## src/rtl/mul_fu.sv

```systemverilog
// Pipelined RV32M multiply lane: MUL/MULH/MULHSU/MULHU onto the CDB.
// Define MUL_FU_FLUSH_EN to add a flush input that kills in-flight ops.
module mul_fu #(
    parameter int XLEN   = 32,
    parameter int PRF_W  = 6,
    parameter int STAGES = 3
) (
    input  logic             clk,
    input  logic             rst_n,
    output logic             avail,
    input  logic             valid,
    input  logic [2:0]       fun,
    input  logic [XLEN-1:0]  op_a,
    input  logic [XLEN-1:0]  op_b,
    input  logic [PRF_W-1:0] dst,
    output logic             cdb_valid,
    output logic [PRF_W-1:0] cdb_tag,
    output logic [XLEN-1:0]  cdb_value,
    input  logic             cdb_grant
`ifdef MUL_FU_FLUSH_EN
    ,
    input  logic             flush
`endif
);

    logic              kill;
    logic              stall;
    logic              accept;
    logic              sgn_a;
    logic              sgn_b;
    logic [XLEN:0]     ext_a;
    logic [XLEN:0]     ext_b;
    logic [2*XLEN-1:0] wide_a;
    logic [2*XLEN-1:0] wide_b;
    logic [2*XLEN-1:0] prod;
    logic [XLEN-1:0]   res;

    logic [STAGES-1:0] v_q;
    logic [PRF_W-1:0]  tag_q [STAGES];
    logic [XLEN-1:0]   val_q [STAGES];

`ifdef MUL_FU_FLUSH_EN
    assign kill = flush;
`else
    assign kill = 1'b0;
`endif

    assign stall  = cdb_valid && !cdb_grant;
    assign avail  = !stall && !kill;
    assign accept = valid && avail;

    // One extra sign bit per operand lets all four variants share a
    // single multiplier; the low 2*XLEN bits of the product are exact.
    assign sgn_a  = (fun == 3'd1) || (fun == 3'd2);
    assign sgn_b  = (fun == 3'd1);
    assign ext_a  = {sgn_a & op_a[XLEN-1], op_a};
    assign ext_b  = {sgn_b & op_b[XLEN-1], op_b};
    assign wide_a = {{(XLEN-1){ext_a[XLEN]}}, ext_a};
    assign wide_b = {{(XLEN-1){ext_b[XLEN]}}, ext_b};
    assign prod   = wide_a * wide_b;

    always_comb begin
        res = '0;
        unique case (1'b1)
            (fun == 3'd0): res = prod[XLEN-1:0];
            (fun == 3'd1 || fun == 3'd2 || fun == 3'd3):
                res = prod[2*XLEN-1:XLEN];
            default: res = '0;
        endcase
    end

    always_ff @(posedge clk) begin
        if (!rst_n) begin
            v_q <= '0;
            for (int i = 0; i < STAGES; i++) begin
                tag_q[i] <= '0;
                val_q[i] <= '0;
            end
        end else if (kill) begin
            v_q <= '0;
        end else if (!stall) begin
            v_q[0]   <= accept;
            tag_q[0] <= accept ? dst : '0;
            val_q[0] <= accept ? res : '0;
            for (int i = 1; i < STAGES; i++) begin
                v_q[i]   <= v_q[i-1];
                tag_q[i] <= tag_q[i-1];
                val_q[i] <= val_q[i-1];
            end
        end
    end

    assign cdb_valid = v_q[STAGES-1];
    assign cdb_tag   = tag_q[STAGES-1];
    assign cdb_value = val_q[STAGES-1];

endmodule

```

## config.mk

```make
export PLATFORM = sky130hd
export DESIGN_NAME = mul_fu
export DESIGN_NICKNAME = d
export VERILOG_FILES = /design/src/rtl/mul_fu.sv
export SDC_FILE = /design/constraint.sdc
export NUM_CORES = 2
export LEC_CHECK = 0
export ABC_AREA = 0
export CAP_MARGIN = 0
export CORE_MARGIN = 2
export CORE_UTILIZATION = 25
export CTS_BUF_LIST = sky130_fd_sc_hd__clkbuf_2
export DETAILED_ROUTE_END_ITERATION = 12
export HOLD_SLACK_MARGIN = 0.1
export PLACE_DENSITY = 0.42
export SYNTH_ARGS = -nofsm -noshare
export SYNTH_HDL_FRONTEND = slang
export SYNTH_SLANG_ARGS = --single-unit
```

## constraint.sdc

```tcl
create_clock -name clk -period 12.2 [get_ports clk]
set_input_delay 2.44 -clock clk [delete_from_list [all_inputs] [get_ports clk]]
set_output_delay 2.44 -clock clk [all_outputs]
set_load 0.01 [all_outputs]
```

## Yosys cells after proc, flatten, opt, wreduce, memory -nomap -nowiden

Memories as Yosys holds them, arrays and structs flattened.
Cells that the tools add are included.

- Muxes and demuxes: 13
- Reductions and logical operators: 7
- Bitwise gates (word level): 8
- Multiply operators: 1
- Eq/ne operators: 3

Operator list:

| operator | number |
|---|---|
| 32-bit two-way mux | 4 |
| 33-bit by 33-bit multiplier with 64-bit output | 1 |
| 32-bit case mux with 2 select lines | 1 |
| 6-bit two-way mux | 4 |
| 3-bit by 2-bit equality test with 1-bit output, second input constant | 2 |
| 1-bit OR | 6 |
| 1-bit two-way mux | 4 |
| 3-bit by 1-bit equality test with 1-bit output, second input constant | 1 |
| 3-bit logical NOT | 1 |
| 1-bit AND | 2 |
| 1-bit logical AND | 2 |
| 1-bit logical NOT | 2 |
| 1-bit logical OR | 2 |

- Memories kept: 2
- RAM bits: 114
- Word-level logic and storage cells: 35
- Flip-flop bits (word level): 3

Memories:

| memory | depth | bits a word | read ports | clocked after memory_dff | write ports | RTL line | text |
|---|---|---|---|---|---|---|---|
| val_q | 3 | 32 | 3 | 0 | 3 | 40 | `logic [XLEN-1:0] val_q [STAGES];` |
| tag_q | 3 | 6 | 3 | 0 | 3 | 39 | `logic [PRF_W-1:0] tag_q [STAGES];` |

## Longest topological paths before layout

- Word-level depth: 7
- Gate-level depth with buffers: 30

## Worst setup path after synthesis

OpenSTA, ideal clock, no wires.

- Path type: input -> register
- Start: input fun[2]
- End: memory val_q[0][30] (data pin)
- Arrival: 10,286 ps
- Stages on the path: 28
- Slack: 1,649 ps
- Required time: 11,935 ps
- Path through: clkbuf_1 nor3b_1 clkbuf_1 nand2_1 fa_1 fa_1 inv_1 fa_1 inv_1 fa_1 inv_1 fa_1 fa_1 inv_1 fa_1 fa_1 inv_1 ha_1 clkbuf_1 a21o_1 a21o_1 a21o_1 a21oi_1 o21ai_0 a21oi_1 o22a_1 o22ai_1 or3_1

RTL lines:

| item | RTL line | text |
|---|---|---|
| start, declared | 12 | `input logic [2:0] fun,` |
| end, declared | 40 |  |

==> summary.md <==
| Metric | Value |
|---|---|
| Routability Congestion | 0.8403 |
| CTS resizes | 0 |
| Worst path max stage delay | 780 ps |
| First-pass GRT wire length | 202900 um |
| Hold buffers post-CTS | 0 |
| Setup CP Type | input port to flip-flop |
| Area grow syn2layout | 9.361% |
| Distinct cells, synth | 62 |
| Setup Skew | 39.91 ps |
| Ys async rst share | 0% |
| Worst Setup Start Kind | input port |
| Root Driver | clkbuf_2 |
| Main flop type after synthesis | edfxtp_1 |
| Clock Latency Late Sink | 740 ps |
| H-Tree Depth | 4 |
| Netlist Area Pre-Place | 42940 um2 |
| Site row count | 152 |
| Ys Warns | 0 |
| Clock buffer depth | 2 |
| Vias | 29620 |
| CP max FO | 32 |
| Ports | 117 |
| Initial Utilization | 25.09% |
| Wirelength per Cell | 18.74 um |
| Routed vias/inst | 4.336 |
| Most used cell, CP | fa_1 |
| Max_slew headroom | 26.00% |
| CTS tree | built |
| Synthesized instance count | 4611 |
| Global route total overflow | 0 |
| Run status | finished, final reports clean |
| Critical Path RT | 12740 ps |
| Tmin final | 10730 ps |
| Met1 usage | 22.35% |
| DRC viols | 0 |
| Layout Nets | 5997 |
| Largest net degree at the start of global routing | 82 |
| DIE WIDTH | 418.5 um |
| Total track usage | 15.12% |
| Die ar. | 175100 um2 |
| Sequential fraction of the synthesis area | 8.111% |
| Worst Tran Pin Value | 1106 ps |
| Fmax achieved | 93.24 MHz |
| I/O Buffers | 116 |
| Final setup fails | 0 |
| Final slew viol count | 0 |
| GRT busiest layer | met2 |
| Post-synth EDFFs | 114 |
| Yosys reg bits | 117 |
| Met2 usage | 24.40% |
| Die Ht | 418.5 um |
| CTS Buf Count | 17 |
| CP max-delay cell | fa_1 |
| Setup crit end kind | flip-flop |
| Initial DRT Pass Iterations | 5 |
| Post-CTS setup repair buffer count | 0 |
| Syn Nets | 6025 |
| Vias in the first global route | 32800 |
| Final worst path period share | 87.91% |
| Unrepaired setup endpoints after global routing | no |
| WP buf/inv | 10 |
| Avg Synthesized Cell Area | 9.314 um2 |
| Initial antenna violation count | 11 |
| Drt total wl | 128000 um |
| Synth top area share | 52.44% |
| DRT antenna net count | 0 |
| Crit path DAT | 11260 ps |
| Share of layout cells above drive strength 1 | 4.221% |
| HPWL Detailed | 111000 um |
| Max-Cap Viols | 0 |
| Post-synth top cells | inv_1, fa_1, nand2_1 |
| Total clock sinks | 117 |
| Core area | 171200 um2 |
| Final Hold Violating Endpoints | 0 |
| Most frequent cell after synthesis | inv_1 |
| Synth top area cells | fa_1, inv_1, edfxtp_1 |
| Drt initial violations | 1537 |
| Setup total negative slack | 0 ps |
| Tightest Hold Check Type | flip-flop to flip-flop |
| Area leader, netlist | fa_1 |
| CTS clk-pin slew, worst paths | 230 ps |
| Crit path max-delay family | adder cells |
| Met3 Track Usage GR | 1.642% |
[placed cells by master, fill, tap and decap left out, types with 6 or more instances in the layout]
master / count
nor2b_1: 6
o21bai_1: 9
and2_1: 294
xnor2_1: 51
nand3_1: 13
a21oi_1: 69
nand4_1: 14
o21ai_0: 45
a211oi_1: 7
o211ai_1: 6
nor2_1: 58
edfxtp_1: 114
and3_1: 95
a22oi_1: 10
buf_4: 116
buf_12: 11
inv_1: 1179
a31oi_1: 11
clkbuf_2: 19
fa_1: 1125
o22ai_1: 17
o21a_1: 8
clkdlybuf4s50_1: 110
a21o_1: 32
or2_2: 13
nor3_1: 12
or3_1: 6
buf_2: 6
nand2_1: 825
xor2_1: 22
ha_1: 212
[path summary, 6_finish.rpt]
check	from	end	slack [ps]	cells past startpoint
worst max-delay path	fun[0]	val_q[0][30]$_SDFFCE_PN0P_	1470	28
worst max register to register	v_q[2]$_SDFFE_PN0N_	val_q[0][30]$_SDFFCE_PN0P_	8910	9
worst min register to register	v_q[1]$_SDFFE_PN0N_	v_q[1]$_SDFFE_PN0N_	480	2
worst min-delay path	v_q[1]$_SDFFE_PN0N_	v_q[1]$_SDFFE_PN0N_	480	2
[per-layer routing]
| metal | up-vias | share of wire, % |
|---|---|---|
| met2 | 499 | 46 |
| li1 | 13220 | - |
| met1 | 15810 | 49 |
| met4 | 8 | 1.0 |
| met5 | - | 0.047 |
| met3 | 86 | 3.6 |
[state kept, by name, summed over array words and instances (netlist names)]
signal / count
tag_q: 18
val_q: 96
v_q: 3
[cells by family after synthesis]
group / Yosys count / share of synthesized area, %
DFF: 117 / 8.111
AOI/OAI and AO/OA: 248 / 3.756
buffers and inverters: 1470 / 13.20
muxes: 3 / 0.08157
xor gates and xnor gates: 73 / 1.489
and+or+nand+nor: 1363 / 14.74
adders and majority gates: 1337 / 58.62
[cell type report]
cell class,instances,area [um2]
antenna,3,7.507
clock buffer,19,95.09
clock inverter,13,125.1
fill,18370,124200
inverter,1180,4429
multi-input combinational,3024,33810
sequential,117,3483
tap,2233,2794
timing repair buffer,243,2222
[per-stage QoR]
stage | setup WS, ps | util (%) | hold slack, ps | cell area [um2] | std cells
floorplan | 1649 | - | 434.3 | 42940 | 4611
global placement | 696.4 | 27.31 | 449.0 | 46740 | 6797
detailed placement | 631.6 | 27.31 | 464.6 | 46740 | 6797
CTS | 1501 | 27.43 | 486.3 | 46960 | 6829
global route | 985.9 | 27.44 | 534.7 | 46960 | 6830
finish | 1475 | 27.44 | 477.5 | 46970 | 6832
[worst reg2reg max path: stages, from the launching register on]
cell and delay, ps:
dfxtp_1 360, nor2b_1 430, inv_2 60, buf_4 330, and2_1 410, nand2_1 340, nor2_1 120, nand2_1 580
o22ai_1 180, or3_1 320
Power is not shown: default switching activity piles up to over one toggle a cycle in this logic, so the estimate is an artifact.
